[config.mk]
export PLATFORM = sky130hd
export DESIGN_NAME = quad_decoder
export DESIGN_NICKNAME = d
export VERILOG_FILES = /design/src/rtl/quad_pkg.sv /design/src/rtl/quad_filter.sv /design/src/rtl/quad_decoder.sv
export SDC_FILE = /design/constraint.sdc
export NUM_CORES = 1
export LEC_CHECK = 0
export BUFFER_PORTS_ARGS = -buffer_cell sky130_fd_sc_hd__buf_4
export CORE_MARGIN = 1.5
export CORE_UTILIZATION = 45
export DETAILED_ROUTE_END_ITERATION = 12
export PLACE_DENSITY_LB_ADDON = 0.3
export REMOVE_ABC_BUFFERS = 1
export SYNTH_ARGS = -nofsm -noshare
export SYNTH_HDL_FRONTEND = slang
export SYNTH_SLANG_ARGS = --single-unit
[constraint.sdc]
create_clock -name clk_sys -period 9 [get_ports clk_sys]
set_clock_uncertainty 0.1 [all_clocks]
set_input_delay 0.9 -clock clk_sys [delete_from_list [all_inputs] [get_ports clk_sys]]
set_output_delay 0.9 -clock clk_sys [all_outputs]
set_load 0.02 [all_outputs]
[src/rtl/quad_pkg.sv]
// quad_pkg: shared state type, forward Gray order and edge classifier for quad_decoder
package quad_pkg;
  typedef enum logic {INIT, RUN} state_t;
  typedef struct packed {
    logic valid;
    logic dir;
    logic illegal;
  } qdir_t;
  localparam logic [1:0] GRAY_0 = 2'b00;
  localparam logic [1:0] GRAY_1 = 2'b01;
  localparam logic [1:0] GRAY_2 = 2'b11;
  localparam logic [1:0] GRAY_3 = 2'b10;
  function automatic logic [1:0] gray_pos(input logic [1:0] p);
    return p == GRAY_0 ? 2'd0 : p == GRAY_1 ? 2'd1 : p == GRAY_2 ? 2'd2 : 2'd3;
  endfunction
  // distance along the forward order: 1 = forward, 3 = reverse, 2 = both phases moved
  function automatic qdir_t quad_dir(input logic [1:0] prev, input logic [1:0] cur);
    logic [1:0] d;
    qdir_t r;
    d = gray_pos(cur) - gray_pos(prev);
    r.valid = d[0];
    r.dir = d == 2'd1;
    r.illegal = d == 2'd2;
    return r;
  endfunction
endpackage

[src/rtl/quad_filter.sv]
// quad_filter: two-flop synchroniser plus stability filter for one quadrature phase
module quad_filter #(
  parameter int FILT_LEN = 4
) (
  input  logic clk_sys,
  input  logic Reset_n,
  input  logic raw,
  output logic filt
);
  logic [1:0] sync;
  always_ff @(posedge clk_sys or negedge Reset_n)
    if (!Reset_n) sync <= '0;
    else sync <= {sync[0], raw};
  generate
    if (FILT_LEN == 0) begin : g_bypass
      assign filt = sync[1];
    end else begin : g_filt
      localparam int CW = FILT_LEN < 2 ? 1 : $clog2(FILT_LEN);
      logic [CW-1:0] cnt;
      always_ff @(posedge clk_sys or negedge Reset_n)
        if (!Reset_n) begin
          cnt <= '0;
          filt <= 1'b0;
        end else if (sync[1] == filt) begin
          cnt <= '0;
        end else if (cnt == CW'(FILT_LEN - 1)) begin
          cnt <= '0;
          filt <= sync[1];
        end else begin
          cnt <= cnt + 1'b1;
        end
    end
  endgenerate
endmodule

[src/rtl/quad_decoder.sv]
// quad_decoder: filtered 4x quadrature decode with position counter, read-and-clear delta and error count
module quad_decoder import quad_pkg::*; #(
  parameter int FILT_LEN = 4,
  parameter int POS_W = 16,
  parameter int DELTA_W = 8,
  parameter bit WRAP = 1
) (
  input  logic               clk_sys,
  input  logic               Reset_n,
  input  logic               enc_a,
  input  logic               enc_b,
  input  logic               clear_i,
  input  logic               rd_i,
  output logic               step_o,
  output logic               dir_o,
  output logic [POS_W-1:0]   pos_o,
  output logic [DELTA_W-1:0] delta_o,
  output logic               err_o,
  output logic [7:0]         err_cnt_o
);
  // INIT covers synchroniser plus filter settling so reset never yields a step
  localparam int INIT_LEN = FILT_LEN + 3;
  localparam int IW = $clog2(INIT_LEN + 1);
  localparam logic [POS_W-1:0] POS_MAX = {1'b0, {(POS_W-1){1'b1}}};
  localparam logic [POS_W-1:0] POS_MIN = {1'b1, {(POS_W-1){1'b0}}};
  localparam logic [DELTA_W-1:0] D_MAX = {1'b0, {(DELTA_W-1){1'b1}}};
  localparam logic [DELTA_W-1:0] D_MIN = {1'b1, {(DELTA_W-1){1'b0}}};
  logic a_f, b_f;
  logic [1:0] cur, prev;
  logic [IW-1:0] init_cnt;
  state_t state, state_nxt;
  qdir_t qd;
  logic step_nxt, err_nxt, dir_nxt;
  logic [POS_W-1:0] pos_fwd, pos_rev, pos_nxt;
  logic [DELTA_W-1:0] delta_base, delta_nxt;
  logic [7:0] err_cnt_nxt;
  quad_filter #(.FILT_LEN(FILT_LEN)) u_filt_a (.clk_sys(clk_sys), .Reset_n(Reset_n), .raw(enc_a), .filt(a_f));
  quad_filter #(.FILT_LEN(FILT_LEN)) u_filt_b (.clk_sys(clk_sys), .Reset_n(Reset_n), .raw(enc_b), .filt(b_f));
  assign cur = {a_f, b_f};
  assign qd = quad_dir(prev, cur);
  always_ff @(posedge clk_sys or negedge Reset_n)
    if (!Reset_n) begin
      state <= INIT;
      init_cnt <= '0;
      prev <= '0;
    end else begin
      state <= state_nxt;
      init_cnt <= state == INIT ? init_cnt + 1'b1 : init_cnt;
      prev <= cur;
    end
  always_comb state_nxt = state == INIT && init_cnt == IW'(INIT_LEN - 1) ? RUN : state;
  always_comb begin
    step_nxt = state == RUN && qd.valid;
    err_nxt = state == RUN && qd.illegal;
    dir_nxt = step_nxt ? qd.dir : dir_o;
  end
  always_comb begin
    pos_fwd = !WRAP && pos_o == POS_MAX ? pos_o : pos_o + 1'b1;
    pos_rev = !WRAP && pos_o == POS_MIN ? pos_o : pos_o - 1'b1;
    pos_nxt = clear_i ? '0 : step_nxt ? (qd.dir ? pos_fwd : pos_rev) : pos_o;
    delta_base = rd_i ? '0 : delta_o;
    delta_nxt = !step_nxt ? delta_base
              : qd.dir ? (delta_base == D_MAX ? delta_base : delta_base + 1'b1)
              : (delta_base == D_MIN ? delta_base : delta_base - 1'b1);
    err_cnt_nxt = err_nxt && err_cnt_o != 8'hFF ? err_cnt_o + 8'd1 : err_cnt_o;
  end
  always_ff @(posedge clk_sys or negedge Reset_n)
    if (!Reset_n) begin
      step_o <= 1'b0;
      dir_o <= 1'b0;
      err_o <= 1'b0;
      pos_o <= '0;
      delta_o <= '0;
      err_cnt_o <= '0;
    end else begin
      step_o <= step_nxt;
      dir_o <= dir_nxt;
      err_o <= err_nxt;
      pos_o <= pos_nxt;
      delta_o <= delta_nxt;
      err_cnt_o <= err_cnt_nxt;
    end
endmodule

### Word-level counts from Yosys, hierarchy flattened

Index checks and enable logic that the tools add are counted.

* bits in registers: 51
* input port bits: 6
* output and inout bits: 35

* mux-type cells: 18
* equality and inequality tests: 14
* bitwise operators: 3
* $add $sub $neg: 9
* reduce and logical (&&, ||, !) cells: 9

Operators by type and width (count)
* $mux 16: 3
* $mux 8: 5
* $add 16x1->16 const B: 1
* $add 8x1->8 const B: 2
* $mux 2: 8
* $sub 16x1->16 const B: 1
* $eq 2x2->1 const B: 5
* $eq 8x7->1 const B: 1
* $eq 8x8->1 const B: 1
* $ne 8x8->1 const B: 1
* $sub 8x1->8 const B: 1
* $eq 2x1->1 const B: 3
* $add 2x1->2 const B: 2
* $logic_and 1x1->1: 4
* $logic_not 2->1: 2
* $reduce_and 2->1: 2
* $add 3x1->3 const B: 1
* $eq 3x3->1 const B: 1
* $not 1->1: 3
* $eq 1x1->1: 2
* $mux 1: 2
* $reduce_bool 2->1: 1
* $sub 2x2->2: 1

### Logic depth before layout (Yosys ltp)

Gate-level depths: netlist of the first run.

* word-level depth: 9
* depth in mapped cells: 14
* depth with buffers taken out: 14

### Hierarchy

Synthesis of the first run repeated with hierarchy kept, for this count alone.

* cells, all modules: 349
* area, all modules: 3293.2 um2

By module, submodules not included
* quad_decoder: instances 1, area each 2945.3 um2, cells an instance 329, sequential area each 1026.0 um2
* quad_filter: instances 2, area each 173.9 um2, cells an instance 10, sequential area each 125.1 um2

### Worst setup path before layout of the first run

OpenSTA, ideal clock, no wires.

* path kind: register to register
* start: reg u_filt_a.filt
* end: reg pos_o[15]
* library setup time: 0.128 ns
* data arrival time: 3.490 ns
* stages on the path, launching flop included: 15
* buffers on the path: 0
* slack: 5.283 ns
* period minus slack after synthesis: 3.717 ns
* required time: 8.772 ns
* path through: dfrtp_1 > inv_1 > ha_1 > inv_1 > ha_1 > xor3_1 > nor2_1 > inv_2 > ha_1 > a211o_1 > a211o_1 > nand3_1 > a31o_1 > mux2i_1 > mux2_1

* cells in the longest elaborated chain, start to end: 9

RTL lines
* from (decl): RTL line quad_filter.sv:8 `output logic filt`
* from (signal assigned): RTL line quad_filter.sv:28 `filt <= sync[1];`
* $eq 2x2->1: RTL line quad_pkg.sv:14 `return p == GRAY_0 ? 2'd0 : p == GRAY_1 ? 2'd1 : p == GRAY_2 ? 2'd2 : 2'd3;`
* $mux 1: RTL line quad_pkg.sv:14
* $mux 2: RTL line quad_pkg.sv:14
* $mux 2 *: RTL line quad_pkg.sv:14
* $sub 2x2->2 *: RTL line quad_pkg.sv:20 `d = gray_pos(cur) - gray_pos(prev);`
* $eq 2x1->1: RTL line quad_pkg.sv:22 `r.dir = d == 2'd1;`
* $mux 16 (3 in a row): RTL line quad_decoder.sv:60 `pos_nxt = clear_i ? '0 : step_nxt ? (qd.dir ? pos_fwd : pos_rev) : pos_o;`
* to (signal assigned): RTL line quad_decoder.sv:79 `pos_o <= pos_nxt;`
* to (decl): RTL line quad_decoder.sv:16 `output logic [POS_W-1:0] pos_o,`

Every way passes the cells marked *; elsewhere a longest branch is shown, timed or not. The select of a mux whose other input is x is not followed.
A chain may end at the register's enable or synchronous reset.

### Worst setup path in the final report of the first run

Same ends and word-level chain as after synthesis.

==> reports/results.tsv, run 1 <==
stage	metric	value	unit
drt	WL/cell	14.4	µm
cells_and_area	P&R area growth vs syn	15.0	%
drt	met1 WL	3060	µm
clock_tree	clk_lat worst skew	0.32	ns
setup_path	CP top delay family	compound AO/OA/AOI/OAI gates	
setup_path	delay of the slowest critical-path stage	0.56	ns
cells_and_area	fin nets	410	
drt	DRT iter0 DRCs	88	
place	hpwl dp	4770	µm
clock_tree	Num CTS Buffers	5	
cells_and_area	# diodes	0	
timing	Sum Neg Setup Slack	0	ns
logic_synthesis	EDFF count, synth	0	
setup_path	CP required	9.11	ns
cells_and_area	footprint of the multi-input gates	1830	µm²
setup_path	most frequent CP cell	ha_1	
logic_synthesis	predominant post-synthesis flop cell	dfrtp_1	
logic_synthesis	most area-hungry cell type in the Yosys netlist	dfrtp_1	
timing	fin crit period	4.17	ns
setup_path	critical-path cell list	inv_1, ha_1, inv_1, ha_1, xor3_1, nor2_1, inv_2, ha_1, a211o_1, a211o_1, nand3_1, a31o_1, mux2i_1, mux2_1	
timing	Slew HR	49.3	%
setup_path	CP bufs+invs	3	
clock_tree	Post-CTS Setup Repair Bufs	0	
clock_tree	H-tree depth	2	
setup_path	Worst setup SP type	flop	
clock_tree	Post-CTS Resized	0	
drt	Pre-antenna DRT Iters	4	
clock_tree	clk buf depth	2	
drt	Max Used Layer	met4	
clock_tree	Hold Buf Count CTS	0	
timing	RSZ-0062 raised after global routing	false	
clock_tree	clock sinks	51	
run_status	run status	complete, no violations	
setup_path	Critical Path AT	4.27	ns
logic_synthesis	Synth Instances	336	
clock_tree	clk slew on worst S/H paths	0.10	ns
cells_and_area	layout cells sized above 1	15.2	%
timing	Hold Vio Cnt, Final	0	
logic_synthesis	Mapped Area	3200	µm²
cells_and_area	Fill cells	616	
worst_hold_path	Hold WC Path Type	reg2reg	
timing	Slew Viols, Final	0	
global_route	vias in the first global route	2513	
drt	post-route ant nets	0	
place	Placer Congestion	0.862	
cells_and_area	most frequent cells in the layout	51 x dfrtp_1, 41 x buf_4, 39 x nand2_1	
drt	vias per std cell	5.51	
drt	met2 WL post-DR	3340	µm
global_route	initial antenna violation count	0	
die	height of the chip	87.3	µm
setup_path	crit-path max FO	21	
cells_and_area	FF/Latch Area	1280	µm²
die	area of the die	7620	µm²
run	MaxCap Viol Count	0	
logic_synthesis	Area contributors post-synth	dfrtp_1 40%, ha_1 12%, xnor2_1 4.9%	
logic_synthesis	Syn Area/Cell	9.52	µm²
timing	Tcrit/Tclk final	46.3	%
die	Die Span X	87.3	µm
drt	final WL	6780	µm
logic_synthesis	Unique masters post-synth	60	
setup_path	R2R depth	14	
logic_synthesis	ys async rst share	100	%
clock_tree	clk root buf	clkbuf_8	
timing	setup violators final	0	
die	Ports	41	
global_route	Tot GR Track Use	19.0	%
setup_path	cell count along the critical path	14	
die	Starting Density	46.8	%
global_route	GRT Residual Overflow	0	
clock_tree	TritonCTS clock tree	built	
logic_synthesis	post-synthesis sequential area ratio	39.9	%
worst_hold_path	Hold Crit Depth	0	
global_route	largest net degree at the start of global routing	52	
cells_and_area	most common library cell in the layout ignoring fill and taps	dfrtp_1	
logic_synthesis	post-synth top area share	39.9	%
drt	wire length on met3	296	µm
timing	Max Fclk	0.240	GHz
drt	Residual DRC	0	
timing	transition time of the tightest slew-check pin	0.760	ns
drt	vias post-DR	2592	
setup_path	Worst setup EP type	flop	
logic_synthesis	synthesized flop and latch total	51	
die	# rows	30	
die	core box area	6830	µm²
logic_synthesis	Synth Warn #	0	
setup_path	critical path class	reg2reg	
place	Port Buf Inserts	40	
global_route	global-route wire length before repair	11400	µm
setup_path	CP max-delay cell	xor3_1	
==> cell type report <==
class                   count  area share (%)
well taps                  96            3.27
inverters                  13            1.33
clock inverters             3           0.748
clock buffers               5            1.87
multi-input cells         261            49.7
flip-flops and latches     51            34.7
repair buffers             41            8.37
==> path summary, 6_finish.rpt <==
path	startpoint	end	slack [ns]
max in group asynchronous	Reset_n	pos_o[7]	7.87
worst min-delay path	u_filt_a.sync[0]	u_filt_a.sync[1]	0.26
worst max register to register	u_filt_a.filt	pos_o[15]	4.83
worst max-delay path	u_filt_a.filt	pos_o[15]	4.83
worst min register to register	u_filt_a.sync[0]	u_filt_a.sync[1]	0.26
min in group asynchronous	Reset_n	pos_o[1]	0.50
==> stage by stage <==
step	worst slack, ns	hold slack, ns	cells	instance area (µm²)	util [%]
2_1_floorplan	5.28	0.231	325	3150	-
3_3_place_gp	5.04	0.233	462	3580	52.4
3_5_place_dp	4.86	0.236	462	3580	52.4
4_1_cts	4.84	0.261	470	3680	53.8
5_1_grt	4.58	0.276	470	3680	53.8
6_report	4.83	0.258	470	3680	53.8
==> layer usage <==
metal | global-route usage, % | vias up
met2 | 33.3 | 58
li1 | - | 1282
met5 | 0 | -
met3 | 3.22 | 8
met1 | 23.1 | 1244
met4 | 7.22 | 0
==> synthesized netlist by cell type, types with 4 or more instances <==
cell type,count
nor2b_1,6
a32o_1,4
o21ai_0,13
ha_1,30
inv_1,10
clkbuf_1,7
nand3b_1,5
nor2_1,19
a21o_1,8
a21oi_1,30
or3_1,4
nand2_1,39
xnor2_1,18
dfrtp_1,51
nand3_1,6
nand2b_1,5
o21ai_1,7
nor3_1,9
==> worst reg2reg max path: cells and delay by family (launching register included) <==
kind | cells | cell delay, ns
compound gates | 3 | 0.79
fa+ha+maj | 3 | 0.79
simple gates | 2 | 0.45
buf+inv | 3 | 0.42
xor+xnor | 1 | 0.56
mux | 2 | 0.55
flops | 1 | 0.40
==> cell families (layout without fill, tap and decap cells) <==
| logic type | count (synthesis) | in the layout | share of synthesized area [%] |
|---|---|---|---|
| buf+inv | 24 | 62 | 2.93 |
| xor+xnor | 23 | 23 | 7.00 |
| compound gates | 95 | 95 | 19.5 |
| mux | 5 | 5 | 1.64 |
| simple gates | 107 | 107 | 16.7 |
| fa+ha+maj | 31 | 31 | 12.4 |
| flops | 51 | 51 | 39.9 |
==> registers in the layout, summed over array words and instances, names as in the netlist, 2 cells and up <==
register	count
delta_o	8
err_cnt_o	8
init_cnt	3
pos_o	16
prev	2
u_filt_a.g_filt.cnt	2
u_filt_a.sync	2
u_filt_b.g_filt.cnt	2
u_filt_b.sync	2
Power of run 1 is not shown: default switching activity piles up to over one toggle a cycle in this logic, so the estimate is an artifact.
==> inputs of run 2 (changes only) <==
clock period = 3.7 ns   (was 9 ns; I/O delays follow)
==> run 2 against run 1 <==
Effect of this change:
- cell count up 2.3%
- design area is 3.7% higher
- critical path depth stayed put
==> reports/results.tsv, run 2 (synthesized netlist as in run 1, its figures left out) <==
stage	metric	value	unit
run_status	run status	complete, no violations	
clock_tree	clk slew on worst S/H paths	0.11	ns
setup_path	R2R depth	14	
worst_hold_path	Hold WC Path Type	in2reg	
drt	final WL	7090	µm
setup_path	R2R setup slack	0.14	ns
setup_path	CP Capture Point	pos_o[11]	
clock_tree	Num CTS Buffers	5	
die	Ports	41	
cells_and_area	most frequent cells in the layout	51 x dfrtp_1, 51 x buf_4, 38 x nand2_1	
place	placed inst area	3620	µm²
setup_path	CP top delay family	compound AO/OA/AOI/OAI gates	
timing	Slew Viols, Final	0	
setup_path	cell count along the critical path	14	
cells_and_area	Design Area, Final	3810	µm²
drt	DRT iter0 DRCs	115	
cells_and_area	max reg flops	16	
timing	Slew HR	57.8	%
die	Starting Density	46.8	%
timing	transition time of the tightest slew-check pin	0.633	ns
run	MaxCap Viol Count	0	
setup_path	Worst setup EP type	flop	
setup_path	RR Endpoint	pos_o[11]	
clock_tree	clock sinks	51	
cells_and_area	Largest Register	pos_o	
die	core box area	6830	µm²
global_route	Tot GR Track Use	18.8	%
cells_and_area	fin nets	421	
clock_tree	clk root buf	clkbuf_8	
clock_tree	clk buf depth	2	
setup_path	Worst setup SP type	flop	
setup_path	launching point of the worst reg2reg path	u_filt_b.filt	
drt	WL/cell	14.7	µm
die	# rows	30	
global_route	GRT Residual Overflow	0	
die	Die Span X	87.3	µm
drt	vias post-DR	2663	
timing	final worst slack	0.139	ns
drt	vias per std cell	5.54	
drt	post-route ant nets	0	
place	hpwl dp	4980	µm
timing	Hold Vio Cnt, Final	0	
timing	setup violators final	0	
drt	Residual DRC	0	
cells_and_area	layout cells sized above 1	19.2	%
setup_path	CP required	3.81	ns
cells_and_area	# diodes	0	
global_route	vias in the first global route	2501	
setup_path	critical-path cell list	buf_4, ha_1, nor2_1, xor3_2, nor2_4, clkinv_4, buf_4, ha_1, o211a_1, a211o_1, a211oi_4, o31ai_1, xnor2_1, a22o_1	
place	Port Buf Inserts	40	
worst_hold_path	Hold Crit Depth	1	
setup_path	CP max-delay cell	xor3_2	
global_route	global-route wire length before repair	11300	µm
place	Placer Congestion	0.852	
timing	fin crit period	3.56	ns
setup_path	Critical path origin	u_filt_b.filt	
setup_path	critical path class	reg2reg	
cells_and_area	fin util	55.8	%
die	height of the chip	87.3	µm
clock_tree	TritonCTS clock tree	built	
cells_and_area	P&R area growth vs syn	19.2	%
clock_tree	H-tree depth	2	
global_route	largest net degree at the start of global routing	52	
die	area of the die	7620	µm²
timing	Tcrit/Tclk final	96.2	%
drt	Pre-antenna DRT Iters	4	
cells_and_area	Regs by FF count	pos_o: 16 flops, delta_o: 8 flops, err_cnt_o: 8 flops	
clock_tree	clk_lat worst skew	0.32	ns
place	Post-Place Worst Slack	0.00495	ns
setup_path	delay of the slowest critical-path stage	0.48	ns
setup_path	crit-path max FO	9	
setup_path	CP bufs+invs	3	
timing	Max Fclk	0.281	GHz
timing	Sum Neg Setup Slack	0	ns
global_route	initial antenna violation count	0	
setup_path	Critical Path AT	3.67	ns
[run 2: cell types whose count changed in the layout (fill, tap and decap cells not counted), sizes merged]
cell         delta
buf            +10
inv             -2
clkinv          +2
dlygate4sd3     +1
[run 2: routing by layer]
layer	share of wire [%]	GRT usage, %	wire [µm]
met1	44	22.7	3090
met2	51	34.0	3590
met3	4.5	3.22	321
met4	1.3	5.92	91
met5	0	0	0
[run 2: repair_timing]
action | in CTS | in global routing
pin swaps | 0 | 4
setup endpoints to repair | 3 | 6
hold buffers | 1 | 0
gates resized for setup | 3 | 9
buffers inserted | 0 | 5
endpoints found under the hold margin | 10 | 0
[run 2: area by class of cell]
type,count,area [µm²]
fill,638,3020
sequential,51,1280
timing repair buffer,52,393
clock inverter,3,27.5
multi-input combinational,261,1870
inverter,13,53.8
tap,96,120
clock buffer,5,68.8
[run 2: per-stage QoR]
step,std cells,hold WS (ns)
after floorplan,325,-0.0256
after detailed placement,467,0.240
after global routing,481,0.0397
after CTS,476,0.0447
after global placement,467,0.231
final,481,0.0502
[run 2: how the worst min path moves through the flow]
stage,start,endpoint,slack [ns]
2_1_floorplan,Reset_n,delta_o[0],-0.03
3_5_place_dp,u_filt_a.sync[0],u_filt_a.sync[1],0.24
3_3_place_gp,u_filt_b.sync[0],u_filt_b.sync[1],0.23
4_1_cts,enc_a,u_filt_a.sync[0],0.04
6_report,enc_a,u_filt_a.sync[0],0.05
5_1_grt,enc_a,u_filt_a.sync[0],0.04
Power of run 2 is left out for the same reason.
==> inputs of run 3 (changes only) <==
REMOVE_ABC_BUFFERS = unset   (was 1)
==> run 3 against run 2 <==
Effect of this change:
- global-route usage up 0.32 points
- via count down 1.5%
- sequential share of layout area up 0.36 points
- die area unchanged
- cell count down 0.83%
- register-to-register slack better by 0.17 ns
- utilization down 0.59 points
- critical path type unchanged
- largest cell class unchanged
==> reports/results.tsv, run 3 (synthesized netlist as in run 1, its figures left out) <==
stage	metric	value	unit
timing	fin crit period	3.39	ns
setup_path	Worst setup SP type	flop	
cells_and_area	most frequent cells in the layout	51 x dfrtp_1, 47 x buf_4, 39 x nand2_1	
setup_path	R2R setup slack	0.31	ns
timing	Hold Vio Cnt, Final	0	
clock_tree	clk buf depth	2	
cells_and_area	fin nets	417	
setup_path	R2R depth	14	
die	Starting Density	46.8	%
cells_and_area	max reg flops	16	
clock_tree	TritonCTS clock tree	built	
run_status	run status	complete, no violations	
cells_and_area	# diodes	0	
drt	DRT iter0 DRCs	124	
setup_path	Worst setup EP type	flop	
cells_and_area	most common library cell in the layout ignoring fill and taps	dfrtp_1	
clock_tree	clk root buf	clkbuf_8	
setup_path	launching point of the worst reg2reg path	u_filt_b.filt	
timing	RSZ-0062 raised after global routing	false	
clock_tree	H-tree depth	2	
drt	Residual DRC	0	
clock_tree	clk slew on worst S/H paths	0.11	ns
clock_tree	Num CTS Buffers	5	
logic_synthesis	Syn Nets	373	
die	area of the die	7620	µm²
global_route	Tot GR Track Use	19.2	%
worst_hold_path	hold_sp	enc_b	
die	Die Span X	87.3	µm
setup_path	Critical Path AT	3.50	ns
global_route	global-route wire length before repair	11500	µm
drt	vias per std cell	5.50	
cells_and_area	Regs by FF count	pos_o: 16 flops, delta_o: 8 flops, err_cnt_o: 8 flops	
setup_path	crit-path max FO	16	
drt	Pre-antenna DRT Iters	4	
place	Placer Congestion	0.883	
die	core box area	6830	µm²
worst_hold_path	hold endpoint	u_filt_b.sync[0]	
timing	Sum Neg Setup Slack	0	ns
global_route	largest net degree at the start of global routing	52	
setup_path	critical path class	reg2reg	
cells_and_area	fin util	55.2	%
drt	WL/cell	14.5	µm
worst_hold_path	Hold Crit Depth	1	
timing	transition time of the tightest slew-check pin	0.636	ns
cells_and_area	P&R area growth vs syn	18.0	%
clock_tree	clk_lat worst skew	0.32	ns
timing	setup violators final	0	
setup_path	CP required	3.81	ns
drt	final WL	6900	µm
timing	Tcrit/Tclk final	91.6	%
cells_and_area	layout cells sized above 1	18.1	%
place	hpwl dp	4900	µm
drt	vias post-DR	2622	
clock_tree	clock sinks	51	
drt	post-route ant nets	0	
setup_path	RR Endpoint	pos_o[14]	
global_route	vias in the first global route	2479	
timing	Slew HR	57.6	%
die	height of the chip	87.3	µm
global_route	GRT Residual Overflow	0	
timing	Max Fclk	0.295	GHz
die	# rows	30	
global_route	initial antenna violation count	0	
place	Port Buf Inserts	40	
worst_hold_path	Hold WC Path Type	in2reg	
timing	Slew Viols, Final	0	
die	Ports	41	
cells_and_area	Largest Register	pos_o	
run	MaxCap Viol Count	0	
-- run 3: changes by cell type in the layout (fill, tap and decap cells not counted), sizes merged --
cell      delta
buf          -4
inv          +2
clkinv       -1
clkinvlp     -1
-- run 3: final cells by class --
class | instances | area (µm²)
flip-flops and latches | 51 | 1280
well taps | 96 | 120
fillers | 622 | 3060
clock buffers | 5 | 68.8
multi-input cells | 261 | 1870
repair buffers | 48 | 363
inverters | 13 | 51.3
clock inverters | 3 | 26.3
-- run 3: worst max-delay path: stages (launching register included) --
cell     delay [ns]
dfrtp_1        0.39
inv_1          0.06
ha_1           0.27
inv_1          0.06
ha_1           0.14
xor3_2         0.28
nor2_4         0.13
inv_4          0.11
ha_1           0.34
a21oi_1        0.20
a21oi_1        0.13
o211a_1        0.26
o21a_1         0.20
or3_1          0.35
a32o_1         0.25
-- run 3: timing repair --
item	4_1_cts	5_1_grt
gates resized for setup	0	8
hold endpoints to repair	14	0
setup buffers	0	2
setup endpoints to repair	0	7
hold buffers	1	0
-- run 3: metal layers --
metal	GRT usage [%]	up-vias	wire length [µm]
met1	25.4	1254	3220
li1	-	1297	-
met2	31.3	58	3290
met3	2.84	13	251
met4	7.65	0	140
met5	0	-	0
-- run 3: stage by stage --
step                instance area (µm²)  instances  setup slack, ns  hold slack, ns
detailed placement                 3610        466           0.0649           0.245
global route                       3770        477            0.111          0.0278
finish                             3770        477            0.312          0.0429
CTS                                3720        475          0.00834          0.0404
global placement                   3610        466            0.149           0.233
floorplan                          3200        336           0.0722         -0.0256
-- run 3: worst max-delay path by stage --
stage / startpoint / end / cells after the start
floorplan: u_filt_a.filt / pos_o[15] / 14
global placement: u_filt_a.filt / pos_o[14] / 14
detailed placement: u_filt_b.filt / pos_o[15] / 15
CTS: u_filt_b.filt / pos_o[15] / 15
global route: u_filt_b.filt / pos_o[15] / 13
finish: u_filt_b.filt / pos_o[14] / 14
Power of run 3 is left out for the same reason.
